<file path="src/rtl/ram_controller_pkg.sv">
// Shared types and constants for the high-score keeper.
// Imported by the RAM, the controller top level and the bench.
package ram_controller_pkg;
   localparam int DATA_W = 8;
   localparam int ADDR_W = 3;
   localparam int N_OUT  = 6;
   localparam logic [3:0] GAME_OVER = 4'b0100;

   typedef enum logic [1:0] {
      INIT  = 2'd0,
      IDLE  = 2'd1,
      CHECK = 2'd2,
      WRITE = 2'd3
   } state_t;
endpackage

</file>
<file path="src/rtl/ram_controller_ram.sv">
// 8x8 single-port synchronous RAM.
// Address and read data are both registered: reads take two clocks.
module ram_8x8
   import ram_controller_pkg::*;
(
   input  logic              clk,
   input  logic [ADDR_W-1:0] addr,
   input  logic [DATA_W-1:0] din,
   input  logic              we,
   output logic [DATA_W-1:0] dout
);
   logic [DATA_W-1:0] mem [2**ADDR_W];
   logic [ADDR_W-1:0] addr_q;

   always_ff @(posedge clk) begin
      if (we) mem[addr] <= din;
      addr_q <= addr;
      dout   <= mem[addr_q];
   end
endmodule

</file>
<file path="src/rtl/ram_controller.sv">
// High-score keeper: one best score per user, cleared on reset/scoreReset,
// updated on each game-over edge only when the new score is strictly higher.
module ram_controller
   import ram_controller_pkg::*;
(
   input  logic              clk,
   input  logic              rst,
   input  logic [DATA_W-1:0] score,
   input  logic [3:0]        gameState,
   input  logic              scoreReset,
   input  logic [ADDR_W-1:0] user_ID,
   output logic [DATA_W-1:0] score0,
   output logic [DATA_W-1:0] score1,
   output logic [DATA_W-1:0] score2,
   output logic [DATA_W-1:0] score3,
   output logic [DATA_W-1:0] score4,
   output logic [DATA_W-1:0] score5
);
   state_t            state, state_nx;
   logic [ADDR_W-1:0] cnt;
   logic [3:0]        gs_prev;
   logic [DATA_W-1:0] s_lat;
   logic [ADDR_W-1:0] a_lat;
   logic [DATA_W-1:0] hs [N_OUT];
   logic              trig;
   logic              ram_we;
   logic [ADDR_W-1:0] ram_addr;
   logic [DATA_W-1:0] ram_din;
   logic [DATA_W-1:0] ram_dout;

   assign trig = (gameState == GAME_OVER) && (gs_prev != GAME_OVER);

   always_ff @(posedge clk or negedge rst) begin
      if (!rst) state <= INIT;
      else      state <= state_nx;
   end

   always_comb begin
      state_nx = state;
      unique case (state)
         INIT:  if (cnt == '1) state_nx = IDLE;
         IDLE:  if (trig) state_nx = CHECK;
         CHECK: state_nx = (s_lat > ram_dout) ? WRITE : IDLE;
         WRITE: state_nx = IDLE;
         default: state_nx = INIT;
      endcase
      if (scoreReset) state_nx = INIT;
   end

   always_comb begin
      ram_we   = 1'b0;
      ram_addr = user_ID;
      ram_din  = '0;
      unique case (state)
         INIT: begin
            ram_we   = 1'b1;
            ram_addr = cnt;
         end
         WRITE: begin
            ram_we   = 1'b1;
            ram_addr = a_lat;
            ram_din  = s_lat;
         end
         default: ;
      endcase
   end

   always_ff @(posedge clk or negedge rst) begin
      if (!rst) begin
         cnt     <= '0;
         gs_prev <= '0;
         s_lat   <= '0;
         a_lat   <= '0;
      end else begin
         gs_prev <= gameState;
         if (scoreReset || state != INIT) cnt <= '0;
         else                             cnt <= cnt + 1'b1;
         if (state == IDLE && trig && !scoreReset) begin
            s_lat <= score;
            a_lat <= user_ID;
         end
      end
   end

   // Mirror of RAM entries 0..5; users 6 and 7 live only in the RAM.
   always_ff @(posedge clk or negedge rst) begin
      if (!rst) begin
         for (int i = 0; i < N_OUT; i++) hs[i] <= '0;
      end else if (scoreReset) begin
         for (int i = 0; i < N_OUT; i++) hs[i] <= '0;
      end else if (state == WRITE) begin
         for (int i = 0; i < N_OUT; i++)
            if (a_lat == i[ADDR_W-1:0]) hs[i] <= s_lat;
      end
   end

   assign score0 = hs[0];
   assign score1 = hs[1];
   assign score2 = hs[2];
   assign score3 = hs[3];
   assign score4 = hs[4];
   assign score5 = hs[5];

   ram_8x8 u_ram (
      .clk  (clk),
      .addr (ram_addr),
      .din  (ram_din),
      .we   (ram_we),
      .dout (ram_dout)
   );
endmodule

</file>
<file path="config.mk">
export PLATFORM = sky130hd
export DESIGN_NAME = ram_controller
export DESIGN_NICKNAME = d
export VERILOG_FILES = /design/src/rtl/ram_controller_pkg.sv /design/src/rtl/ram_controller_ram.sv /design/src/rtl/ram_controller.sv
export SDC_FILE = /design/constraint.sdc
export NUM_CORES = 1
export LEC_CHECK = 0
export CELL_PAD_IN_SITES_DETAIL_PLACEMENT = 1
export CELL_PAD_IN_SITES_GLOBAL_PLACEMENT = 2
export CORE_MARGIN = 2
export CORE_UTILIZATION = 47
export DETAILED_ROUTE_END_ITERATION = 8
export DONT_BUFFER_PORTS = 1
export PLACE_DENSITY_LB_ADDON = 0.15
export REMOVE_ABC_BUFFERS = 1
export SYNTH_ARGS = -nofsm -noshare
export SYNTH_HDL_FRONTEND = slang
export SYNTH_SLANG_ARGS = --single-unit
</file>
<file path="constraint.sdc">
create_clock -name clk -period 5.15 [get_ports clk]
set_input_delay 1.03 -clock clk [delete_from_list [all_inputs] [get_ports clk]]
set_output_delay 1.03 -clock clk [all_outputs]
set_load 0.02 [all_outputs]
</file>
==> parameters.txt <==
Parameter                              Value

Status
  Status    completed

Drt
  Antenna-violating nets left    0
  Length of the first detailed-routing pass in iterations    4
  Vias per Instance    5.36
  Uppermost signal routing layer after detailed routing    met4
  Wire length per cell    21.3 um
  Count of vias placed by the detailed router    3,381
  Routed wl met2    6170 um
  Remaining design rule violation count    0
  Initial drt markers    183
  Metal-1 WL    6430 um
  Met3 wire length    703 um
  Total wirelength of the detailed-routed design    13,400 um

GRT
  First-pass GRT wire length    20,800 um
  Vias in the first global route    3,585
  Total gr overflow    0
  GRT Overall Usage    about 22%
  Number of antenna violations at the first check in global routing    0
  Largest net degree at the start of global routing    between 60 and 70

Floorplanning
  Area of the die    13,400 um2
  Starting density of the core    48.5%
  Die width    116 um
  Number of primary I/O pins    66
  # rows    40
  Height of the chip    between 100 and 150 um
  Core ar.    12,100 um2

Timing
  Period Utilization, post-route    50.1%
  RSZ-0062 raised after global routing    false
  Final worst path period need    2.58 ns
  Maximum clock rate    387 MHz
  Worst hold slack    0.309 ns
  Setup-failing EPs final    0
  Total count of max-transition violations in the final report    0
  Final setup skew    around 0.0095 ns
  Slew at the pin closest to its max-slew limit    between 0.9 and 1 ns
  Endpoints failing hold    0
  Slew headroom    38.3%
  TNS Setup    0 ns

Synth
  Average instance area after synthesis    13.1 um2
  Number of instances in the synthesized netlist    447
  Area share of the largest cell type after synthesis    32.7%
  EDFF count, synth    64
  Sequential share of the synthesized area    65.4%
  Mapped Area    just under 6000 um2
  Number of synthesized register bits    143
  Area leader, netlist    edfxtp_1
  Warning count from the yosys run    0
  Count of cell types in the netlist    39
  Main flop type after synthesis    dfrtp_1
  Top cells by area, synth    edfxtp_1 33%, dfrtp_1 29%, mux4_1 7.2%
  Share of flip-flops with an asynchronous set or reset    47.6%

Setup path
  Critical Path, Cell by Cell    inv_1 -> ha_1 -> a221oi_1 -> or3_1 -> nor2_1
  Category of the critical setup timing path    reg2reg
  Kind of launch point of the worst setup path    flop
  Largest driver fanout on the critical path    12
  Delay of the slowest critical-path stage    0.61 ns
  Critical path's slowest cell    nor2_1
  Worst endpoint required time    around 5.2 ns
  Data arrival time of the critical path    roughly 2.6 ns
  Sort of element at the end of the critical path    flop

Cells and area
  Share of layout cells above drive strength 1    12.5%
  Design Area, Final    6640 um2
  ANT cells    0
  Number of nets in the layout    482
  Non-filler instance count after layout    631
  Layout Area Growth over Synthesis    13.0%

Place
  Port Buffers    0
  HPWL Detailed    between 8000 and 9000 um
  Placed standard-cell area    between 6000 and 7000 um2
  Placed Cells    599
  Gp weighted congestion    0.747

Clock network
  Number of resized instances in the post-cts repair step    0
  Clock Tree Root    clkbuf_16
  Count of clock tree sinks    143
  Hold-fix buffer count after cts    0
  Total setup buffers inserted after CTS    0
  TritonCTS clock tree    built
  Maximum buffer depth of the clock tree    2
  Clock-pin slew of the registers on the worst-case setup and hold paths    0.06 ns
  CTS H-tree depth    4
  Number of clock buffers inserted by TritonCTS    17
  Clk_lat worst skew    between 0.4 and 0.5 ns

Min path
  Min-Delay Path Class    in2async

Pwr
  Leak    about 2.6 nW
  Worst vdd ir    just under 400 uV
  Power Dens Cells    ~500 nW/um2

Job
  Count of maximum capacitance violations    0
-- through the flow --
stage | total power, mW | utilization, % | worst slack [ns]
global route | 3.39 | 54.8 | 2.42
detailed placement | 1.97 | 49.6 | 2.54
CTS | 3.28 | 54.8 | 2.57
floorplan | 1.78 | - | 2.60
global placement | 1.95 | 49.6 | 2.60
finish | 3.25 | 54.8 | 2.57
-- layout make-up --
| class | instances | area (um2) |
|---|---|---|
| timing repair buffer | 5 | 37.5 |
| multi-input combinational | 269 | 1860 |
| clock inverter | 11 | 161 |
| inverter | 14 | 52.6 |
| clock buffer | 21 | 470 |
| sequential | 143 | 3840 |
| tap | 168 | 210 |
| fill | 1197 | 5470 |
-- cells by family (layout without fill, tap and decap cells) --
| logic type | count (synthesis) | count (layout) | share of synthesized area [%] |
|---|---|---|---|
| and+or+nand+nor | 155 | 155 | 11.7 |
| DFF | 143 | 143 | 65.4 |
| AOI/OAI and AO/OA | 66 | 66 | 6.28 |
| buffers and inverters | 35 | 51 | 2.87 |
| muxes | 34 | 34 | 10.8 |
| adders and majority gates | 14 | 14 | 2.98 |
-- cells in the mapped netlist, types with 5 or more instances --
library cell,number
clkbuf_1,12
dfxtp_1,11
dfrtp_1,68
mux2_2,15
a21oi_1,53
edfxtp_1,64
and2_1,12
nand2_1,106
mux4_1,16
buf_2,5
inv_1,14
nor2_1,8
ha_1,14
nor3_1,6
nor2b_1,5
-- cells in the final DEF, fill, tap and decap left out, drive strengths merged, types with 3 or more instances in the layout --
cell    count
dfxtp      11
buf         5
nor2b       5
clkinv      6
bufinv      4
ha         14
inv        14
a21oi      53
clkbuf     21
o21ai       3
nor3        6
nand2b      4
nand3       3
mux2       18
and2       12
mux4       16
nor2        9
edfxtp     64
dfrtp      68
nand2     106
-- state kept, by name (all words and copies together), names as in the netlist, 4 cells and up --
register / count
score5: 8
s_lat: 8
gs_prev: 4
score1: 8
score3: 8
score2: 8
score0: 8
u_ram.dout: 8
score4: 8
u_ram.mem: 64
-- power breakdown --
group | switching, mW | internal [mW]
sequential | 0.135 | 1.36
clock | 0.455 | 0.845
combinational | 0.217 | 0.237
total | 0.807 | 2.44
-- final timing paths --
path | start | to | slack (ns) | cells after the start
max | state[1] | u_ram.mem[3][6] | 2.57 | 5
min | rst | s_lat[3] | 0.31 | 0
max reg2reg | state[1] | u_ram.mem[3][6] | 2.57 | 5
min reg2reg | cnt[0] | cnt[0] | 0.51 | 1
max in group asynchronous | rst | a_lat[0] | 4.72 | 0
min in group clk | cnt[0] | cnt[0] | 0.51 | 1
-- worst max-delay path: cells and delay by family (launching register included) --
| kind | cells | cell delay [ns] |
|---|---|---|
| adders and majority gates | 1 | 0.50 |
| and+or+nand+nor | 2 | 1.02 |
| AOI/OAI and AO/OA | 1 | 0.16 |
| DFF | 1 | 0.43 |
| buffers and inverters | 1 | 0.09 |
-- layer usage --
layer	GRT usage (%)	vias to the layer above
li1	-	1592
met1	31.0	1712
met2	31.6	67
met3	6.22	10
met4	8.10	0
met5	0	-
Note: power is estimated with default switching activity, not from simulation.
